[src/rtl/micro_seq_if.sv]
// Sequencer <-> control-store bundle: microinstruction fields in, micro-PC and STATUS controls out.
// The master drives the microinstruction; the slave is the sequencer.
interface micro_seq_if #(
   parameter int AW    = 12,
   parameter int DEPTH = 4
);
   localparam int SPW = $clog2(DEPTH);

   logic [3:0]     SEQOP;
   logic [AW-1:0]  BADR;
   logic [AW-1:0]  MAPADR;
   logic           COND;
   logic           TERM;
   logic           WAIT;
   logic [AW-1:0]  MPC;
   logic           SHCKL;
   logic [SPW-1:0] SP;
   logic           SERR;

   modport master (
      output SEQOP, BADR, MAPADR, COND, TERM, WAIT,
      input  MPC, SHCKL, SP, SERR
   );

   modport slave (
      input  SEQOP, BADR, MAPADR, COND, TERM, WAIT,
      output MPC, SHCKL, SP, SERR
   );
endinterface

[src/rtl/micro_seq.sv]
// Microprogram sequencer: next micro-PC from SEQOP, circular return stack, COND and loop TERM.
// MPC updates one edge after the microinstruction is presented; WAIT freezes all state.
module micro_seq #(
   parameter int AW    = 12,
   parameter int DEPTH = 4
) (
   input  logic       clk,
   input  logic       rst,
   micro_seq_if.slave bus
);
   localparam int SPW = $clog2(DEPTH);

   localparam logic [3:0] OP_JUMP   = 4'd1;
   localparam logic [3:0] OP_JCOND  = 4'd2;
   localparam logic [3:0] OP_JNCOND = 4'd3;
   localparam logic [3:0] OP_CALL   = 4'd4;
   localparam logic [3:0] OP_RET    = 4'd5;
   localparam logic [3:0] OP_LOOP   = 4'd6;
   localparam logic [3:0] OP_MAP    = 4'd7;

   localparam logic [SPW:0] OCC_FULL = (SPW+1)'(DEPTH);

   logic [AW-1:0]  stack_q [DEPTH];
   logic [AW-1:0]  mpc_q, mpc_d, inc;
   logic [SPW-1:0] sp_q, sp_d, pop_adr;
   logic [SPW:0]   occ_q, occ_d;
   logic           serr_q, serr_d;
   logic           push;

   always_comb begin
      inc     = mpc_q + AW'(1);
      pop_adr = sp_q - SPW'(1);
      mpc_d   = inc;
      sp_d    = sp_q;
      occ_d   = occ_q;
      serr_d  = serr_q;
      push    = 1'b0;
      case (bus.SEQOP)
         OP_JUMP:   mpc_d = bus.BADR;
         OP_JCOND:  mpc_d = bus.COND ? bus.BADR : inc;
         OP_JNCOND: mpc_d = bus.COND ? inc : bus.BADR;
         OP_CALL: begin
            push  = 1'b1;
            mpc_d = bus.BADR;
            sp_d  = sp_q + SPW'(1);
            if (occ_q != OCC_FULL)
               occ_d = occ_q + (SPW+1)'(1);
         end
         OP_RET: begin
            // Underflow jumps to the reset vector and leaves the pointer alone.
            if (occ_q == '0) begin
               mpc_d  = '0;
               serr_d = 1'b1;
            end else begin
               mpc_d = stack_q[pop_adr];
               sp_d  = pop_adr;
               occ_d = occ_q - (SPW+1)'(1);
            end
         end
         OP_LOOP:   mpc_d = bus.TERM ? inc : mpc_q;
         OP_MAP:    mpc_d = bus.MAPADR;
         default:   mpc_d = inc;
      endcase
   end

   always_ff @(posedge clk or posedge rst) begin
      if (rst) begin
         mpc_q  <= '0;
         sp_q   <= '0;
         occ_q  <= '0;
         serr_q <= 1'b0;
      end else if (!bus.WAIT) begin
         mpc_q  <= mpc_d;
         sp_q   <= sp_d;
         occ_q  <= occ_d;
         serr_q <= serr_d;
      end
   end

   // Stack contents are don't-care after reset, so the array carries no reset.
   always_ff @(posedge clk) begin
      if (push && !bus.WAIT)
         stack_q[sp_q] <= inc;
   end

   assign bus.MPC   = mpc_q;
   assign bus.SP    = sp_q;
   assign bus.SERR  = serr_q;
   // STATUS samples this on the same edge, so it must drop with rst without waiting for a clock.
   assign bus.SHCKL = (bus.SEQOP == OP_LOOP) & ~bus.TERM & ~bus.WAIT & ~rst;
endmodule

[src/flat_wrapper.sv]
// flat-port wrapper written by rule: the top's interface ports become plain ports
module micro_seq_flat 
#(
   parameter int AW    = 12,
   parameter int DEPTH = 4
)
  (clk, rst, bus_SEQOP, bus_BADR, bus_MAPADR, bus_COND, bus_TERM, bus_WAIT, bus_MPC, bus_SHCKL, bus_SP, bus_SERR);
  micro_seq_if #(.AW(AW), .DEPTH(DEPTH)) bus_i ();
  input  logic clk;
  input  logic rst;
  input wire logic [$bits(bus_i.SEQOP)-1:0] bus_SEQOP;
  input wire logic [$bits(bus_i.BADR)-1:0] bus_BADR;
  input wire logic [$bits(bus_i.MAPADR)-1:0] bus_MAPADR;
  input wire logic [$bits(bus_i.COND)-1:0] bus_COND;
  input wire logic [$bits(bus_i.TERM)-1:0] bus_TERM;
  input wire logic [$bits(bus_i.WAIT)-1:0] bus_WAIT;
  output wire logic [$bits(bus_i.MPC)-1:0] bus_MPC;
  output wire logic [$bits(bus_i.SHCKL)-1:0] bus_SHCKL;
  output wire logic [$bits(bus_i.SP)-1:0] bus_SP;
  output wire logic [$bits(bus_i.SERR)-1:0] bus_SERR;
  assign bus_i.SEQOP = bus_SEQOP;
  assign bus_i.BADR = bus_BADR;
  assign bus_i.MAPADR = bus_MAPADR;
  assign bus_i.COND = bus_COND;
  assign bus_i.TERM = bus_TERM;
  assign bus_i.WAIT = bus_WAIT;
  assign bus_MPC = bus_i.MPC;
  assign bus_SHCKL = bus_i.SHCKL;
  assign bus_SP = bus_i.SP;
  assign bus_SERR = bus_i.SERR;
  micro_seq #(.AW(AW), .DEPTH(DEPTH)) u_core (.clk(clk), .rst(rst), .bus(bus_i));
endmodule
[config.mk]
export PLATFORM = sky130hd
export DESIGN_NAME = micro_seq_flat
export DESIGN_NICKNAME = d
export VERILOG_FILES = /design/src/rtl/micro_seq_if.sv /design/src/rtl/micro_seq.sv /design/src/flat_wrapper.sv
export SDC_FILE = /design/constraint.sdc
export NUM_CORES = 1
export LEC_CHECK = 0
export BUFFER_PORTS_ARGS = -buffer_cell sky130_fd_sc_hd__buf_4
export CAP_MARGIN = 5
export CORE_AREA = 2 2 82 84
export DETAILED_ROUTE_END_ITERATION = 8
export DIE_AREA = 0 0 84 86
export GPL_TIMING_DRIVEN = 0
export PLACE_DENSITY_LB_ADDON = 0.3
export SYNTH_ARGS = -nofsm -noshare
export SYNTH_HDL_FRONTEND = slang
export SYNTH_SLANG_ARGS = --single-unit
export TNS_END_PERCENT = 5
[constraint.sdc]
create_clock -name clk -period 3.1 [get_ports clk]
set_input_delay 0.155 -clock clk [delete_from_list [all_inputs] [get_ports clk]]
set_output_delay 0.155 -clock clk [all_outputs]
set_load 0.01 [all_outputs]
==> key figures <==
CTS
  • H-tree lvl count: 3
  • Clk slew on worst S/H paths: ~0.070 ns
  • Number of buffers on the longest clock path: 2
  • Post-CTS setup buffer count: 0
  • Clock root buffer: sky130_fd_sc_hd__clkbuf_8
  • TritonCTS clock tree: done
  • Clock latency reported for the late side of the worst-skew pair: 0.34 ns
  • Total CTS buffers: 9
  • TritonCTS sink count: between 60 and 70

STA
  • Transition time of the tightest slew-check pin: about 0.79 ns
  • Worst Hold Slack: approximately 0.05 ns
  • Worst relative slew slack: 0.470
  • RSZ-0062 raised after global routing: false
  • Setup_tns: 0 ns
  • Worst path setup slack after routing: between 0.2 and 0.3 ns
  • Peak Freq: around 0.35 GHz
  • Final-report max-slew violation count: 0
  • Total count of hold-check failures in the final report: 0
  • Setup Viol. Count Final: 0
  • Final worst-path cycle share: 0.913
  • Post-route clock skew: 0.00928 ns
  • Min Clock Period, post-route: 2.83 ns

Pwr
  • Worst vdd ir: approximately 0.42 mV
  • Power Total: 2.93 mW
  • Static leakage: roughly 1.6 nW
  • Power density over the cells: between 700 and 800 mW/mm^2

Global route
  • Number of antenna violations at the first check in global routing: 0
  • Vias in the first global route: roughly 2,600
  • Pin count of the biggest net entering global routing: 19
  • Overall Global Routing Usage: 0.255
  • GR Overflow Total: 0
  • Global-route wire length before repair: roughly 14,000 um

Logic synthesis
  • Leading post-synthesis cells by instance count: sky130_fd_sc_hd__edfxtp_1, sky130_fd_sc_hd__nand2_1, sky130_fd_sc_hd__dfrtp_1
  • Flops & latches, synth: 66
  • Post-synthesis instance total: 280
  • Top cells by area, synth: sky130_fd_sc_hd__edfxtp_1, sky130_fd_sc_hd__dfrtp_1, sky130_fd_sc_hd__mux4_2, sky130_fd_sc_hd__xnor2_1, sky130_fd_sc_hd__a21oi_1
  • Largest area contributor in the synthesized netlist: sky130_fd_sc_hd__edfxtp_1
  • Count of distinct cell types in the synthesized netlist: 58
  • Sequential-to-total area share from yosys stat: 0.545
  • Number of warnings printed during yosys synthesis: 0
  • Top-area cell type share of the netlist area: 0.415
  • Count leader, synth: sky130_fd_sc_hd__edfxtp_1
  • Number of enable-type register cells in the synthesized netlist: 48
  • Fraction of registers with async set or reset after synthesis: 0.273
  • Number of nets in the synthesized netlist: between 300 and 400
  • Post-synth top flop: sky130_fd_sc_hd__edfxtp_1
  • Mapped Area: 0.00347 sq mm
  • Mean area per synthesized cell: ~12 sq um

Cells and area
  • Fillcell total: between 400 and 500
  • Number of antenna diodes: 0
  • Relative area change from synthesis to final layout: 19.5%
  • Fraction of final layout cells with drive strength greater than 1: 0.264
  • Fin nets: around 380

Placed design
  • Number of buffers inserted by port buffering: 48
  • Final weighted congestion of routability-driven global placement: 0.909
  • Half-perimeter wire length after detailed placement: 6030 um
  • Placement-stage worst setup slack: ~0.023 ns

Detailed routing
  • DRC viols: 0
  • Avg WL per Cell: slightly above 20 um
  • Routed wire length: about 8700 um
  • Total iterations of the first detailed-routing run: 5
  • Number of nets with antenna violations after detailed routing: 0
  • Iteration-0 DRC count of the detailed router: 266
  • Avg Vias per Cell: 6.26
  • Total vias in the final route: between 2,000 and 3,000

Setup path
  • Arrival time of data at the critical path endpoint: 3.06 ns
  • Kind of end point of the critical path: register
  • Nature of the critical path startpoint: register
  • Type of the worst setup path: reg2reg
  • Cell type of the slowest stage on the worst timing path: sky130_fd_sc_hd__dfrtp_1
  • Worst EP required: 3.33 ns
  • Longest individual stage delay on the worst path: ~0.53 ns
  • Kind of cell adding the most delay to the critical path: compound AO/OA/AOI/OAI gates
  • Total buffers and inverters traversed by the critical path: 2
  • Cells traversed along the worst timing path: buf_2 > inv_1 > ha_1 > mux4_2 > a32o_1 > a211oi_2 > o21ai_1 > and3_1
  • Max FO, Critical Path: 10

Floorplan
  • Die ar.: 0.00722 sq mm
  • Number of placed I/O pins: 49
  • Effective utilization at floorplan: 0.553
  • Area of the core region: ~0.0063 sq mm
  • Die Y: 86 um
  • Row count: 29
  • Chip width: approximately 84 um

Status
  • Outcome: finished, final reports clean

Job
  • Max-cap violations: 0

Min path
  • HP Class: in2reg
-- layout make-up --
class,instances,area (sq um),area share
Buffer,12,57.6,0.0139
Clock buffer,9,124,0.0299
Clock inverter,7,83.8,0.0202
Inverter,14,52.6,0.0127
Multi-Input combinational cell,188,1470,0.354
Sequential cell,66,1890,0.456
Tap cell,77,96.3,0.0232
Timing Repair Buffer,49,370,0.0893
-- flip-flops by register name (all words and copies together), names as in the netlist --
signal and cells:
u_core.occ_q 3, u_core.bus.SP 2, u_core.bus.SERR 1, u_core.stack_q 48, u_core.bus.MPC 12
-- kinds of logic after synthesis --
group	synth area share
XOR/XNOR	0.0404
AO/OA/AOI/OAI	0.151
buffers and inverters	0.0314
multiplexers	0.0851
adder cells (fa/ha/maj)	0.0238
flip-flops	0.545
AND/OR/NAND/NOR	0.123
-- layout by cell type, fill, tap and decap left out, types with 3 or more instances in the layout --
| master | instances |
|---|---|
| sky130_fd_sc_hd__a21oi_1 | 17 |
| sky130_fd_sc_hd__a221oi_1 | 8 |
| sky130_fd_sc_hd__a22oi_1 | 4 |
| sky130_fd_sc_hd__a31oi_1 | 4 |
| sky130_fd_sc_hd__and2_1 | 7 |
| sky130_fd_sc_hd__and3_1 | 6 |
| sky130_fd_sc_hd__buf_2 | 9 |
| sky130_fd_sc_hd__buf_4 | 48 |
| sky130_fd_sc_hd__clkbuf_8 | 9 |
| sky130_fd_sc_hd__clkinv_1 | 3 |
| sky130_fd_sc_hd__dfrtp_1 | 18 |
| sky130_fd_sc_hd__edfxtp_1 | 48 |
| sky130_fd_sc_hd__ha_1 | 5 |
| sky130_fd_sc_hd__inv_1 | 12 |
| sky130_fd_sc_hd__mux4_2 | 11 |
| sky130_fd_sc_hd__nand2_1 | 19 |
| sky130_fd_sc_hd__nand2b_1 | 6 |
| sky130_fd_sc_hd__nand3_1 | 7 |
| sky130_fd_sc_hd__nand4_1 | 3 |
| sky130_fd_sc_hd__nor2_1 | 11 |
| sky130_fd_sc_hd__nor2b_1 | 5 |
| sky130_fd_sc_hd__nor3_1 | 5 |
| sky130_fd_sc_hd__o21ai_0 | 6 |
| sky130_fd_sc_hd__o22ai_1 | 6 |
| sky130_fd_sc_hd__xnor2_1 | 11 |
| sky130_fd_sc_hd__xor2_1 | 5 |
-- per-layer routing --
layer  share of wire  track usage  up-vias
met5               0            0        -
met4           0.029        0.126        0
met3           0.066       0.0452       19
met2            0.47        0.380      113
met1            0.43        0.365     1296
li1                -            -     1212
-- power breakdown --
| part | total (mW) | leakage, nW | internal (mW) | switching (mW) |
|---|---|---|---|---|
| clock network | 0.771 | 0.102 | 0.443 | 0.328 |
| logic | 0.959 | 0.829 | 0.455 | 0.504 |
| registers | 1.20 | 0.643 | 1.08 | 0.119 |
-- worst reg2reg max path: cells and delay by family (launching register included) --
family,cells,cell delay [ns]
AO/OA/AOI/OAI,3,0.66
buffers and inverters,2,0.60
flip-flops,1,0.53
adder cells (fa/ha/maj),1,0.44
multiplexers,1,0.35
AND/OR/NAND/NOR,1,0.15
-- metrics by stage --
step	utilization	instances	cell area (sq um)
global route	0.660	422	4150
global placement	0.625	405	3930
floorplan	-	280	3470
finish	0.660	422	4150
detailed placement	0.625	405	3930
CTS	0.660	422	4150
-- final timing paths --
path	start	end	slack, ns	cells past startpoint
max	u_core.bus.SP[0]	u_core.bus.MPC[5]	0.27	8
min	bus_WAIT	u_core.bus.SERR	0.05	2
max reg2reg	u_core.bus.SP[0]	u_core.bus.MPC[5]	0.27	8
min reg2reg	u_core.bus.SERR	u_core.bus.SERR	0.50	1
max in group asynchronous	rst	u_core.bus.MPC[0]	2.07	3
min in group asynchronous	rst	u_core.occ_q[0]	0.53	3
-- timing repair --
item,4_1_cts,5_1_grt
hold endpoints to repair,12,0
resized for setup,1,0
hold buffers,1,0
setup endpoints to repair,4,0
Power figures use the tool's default switching activity.
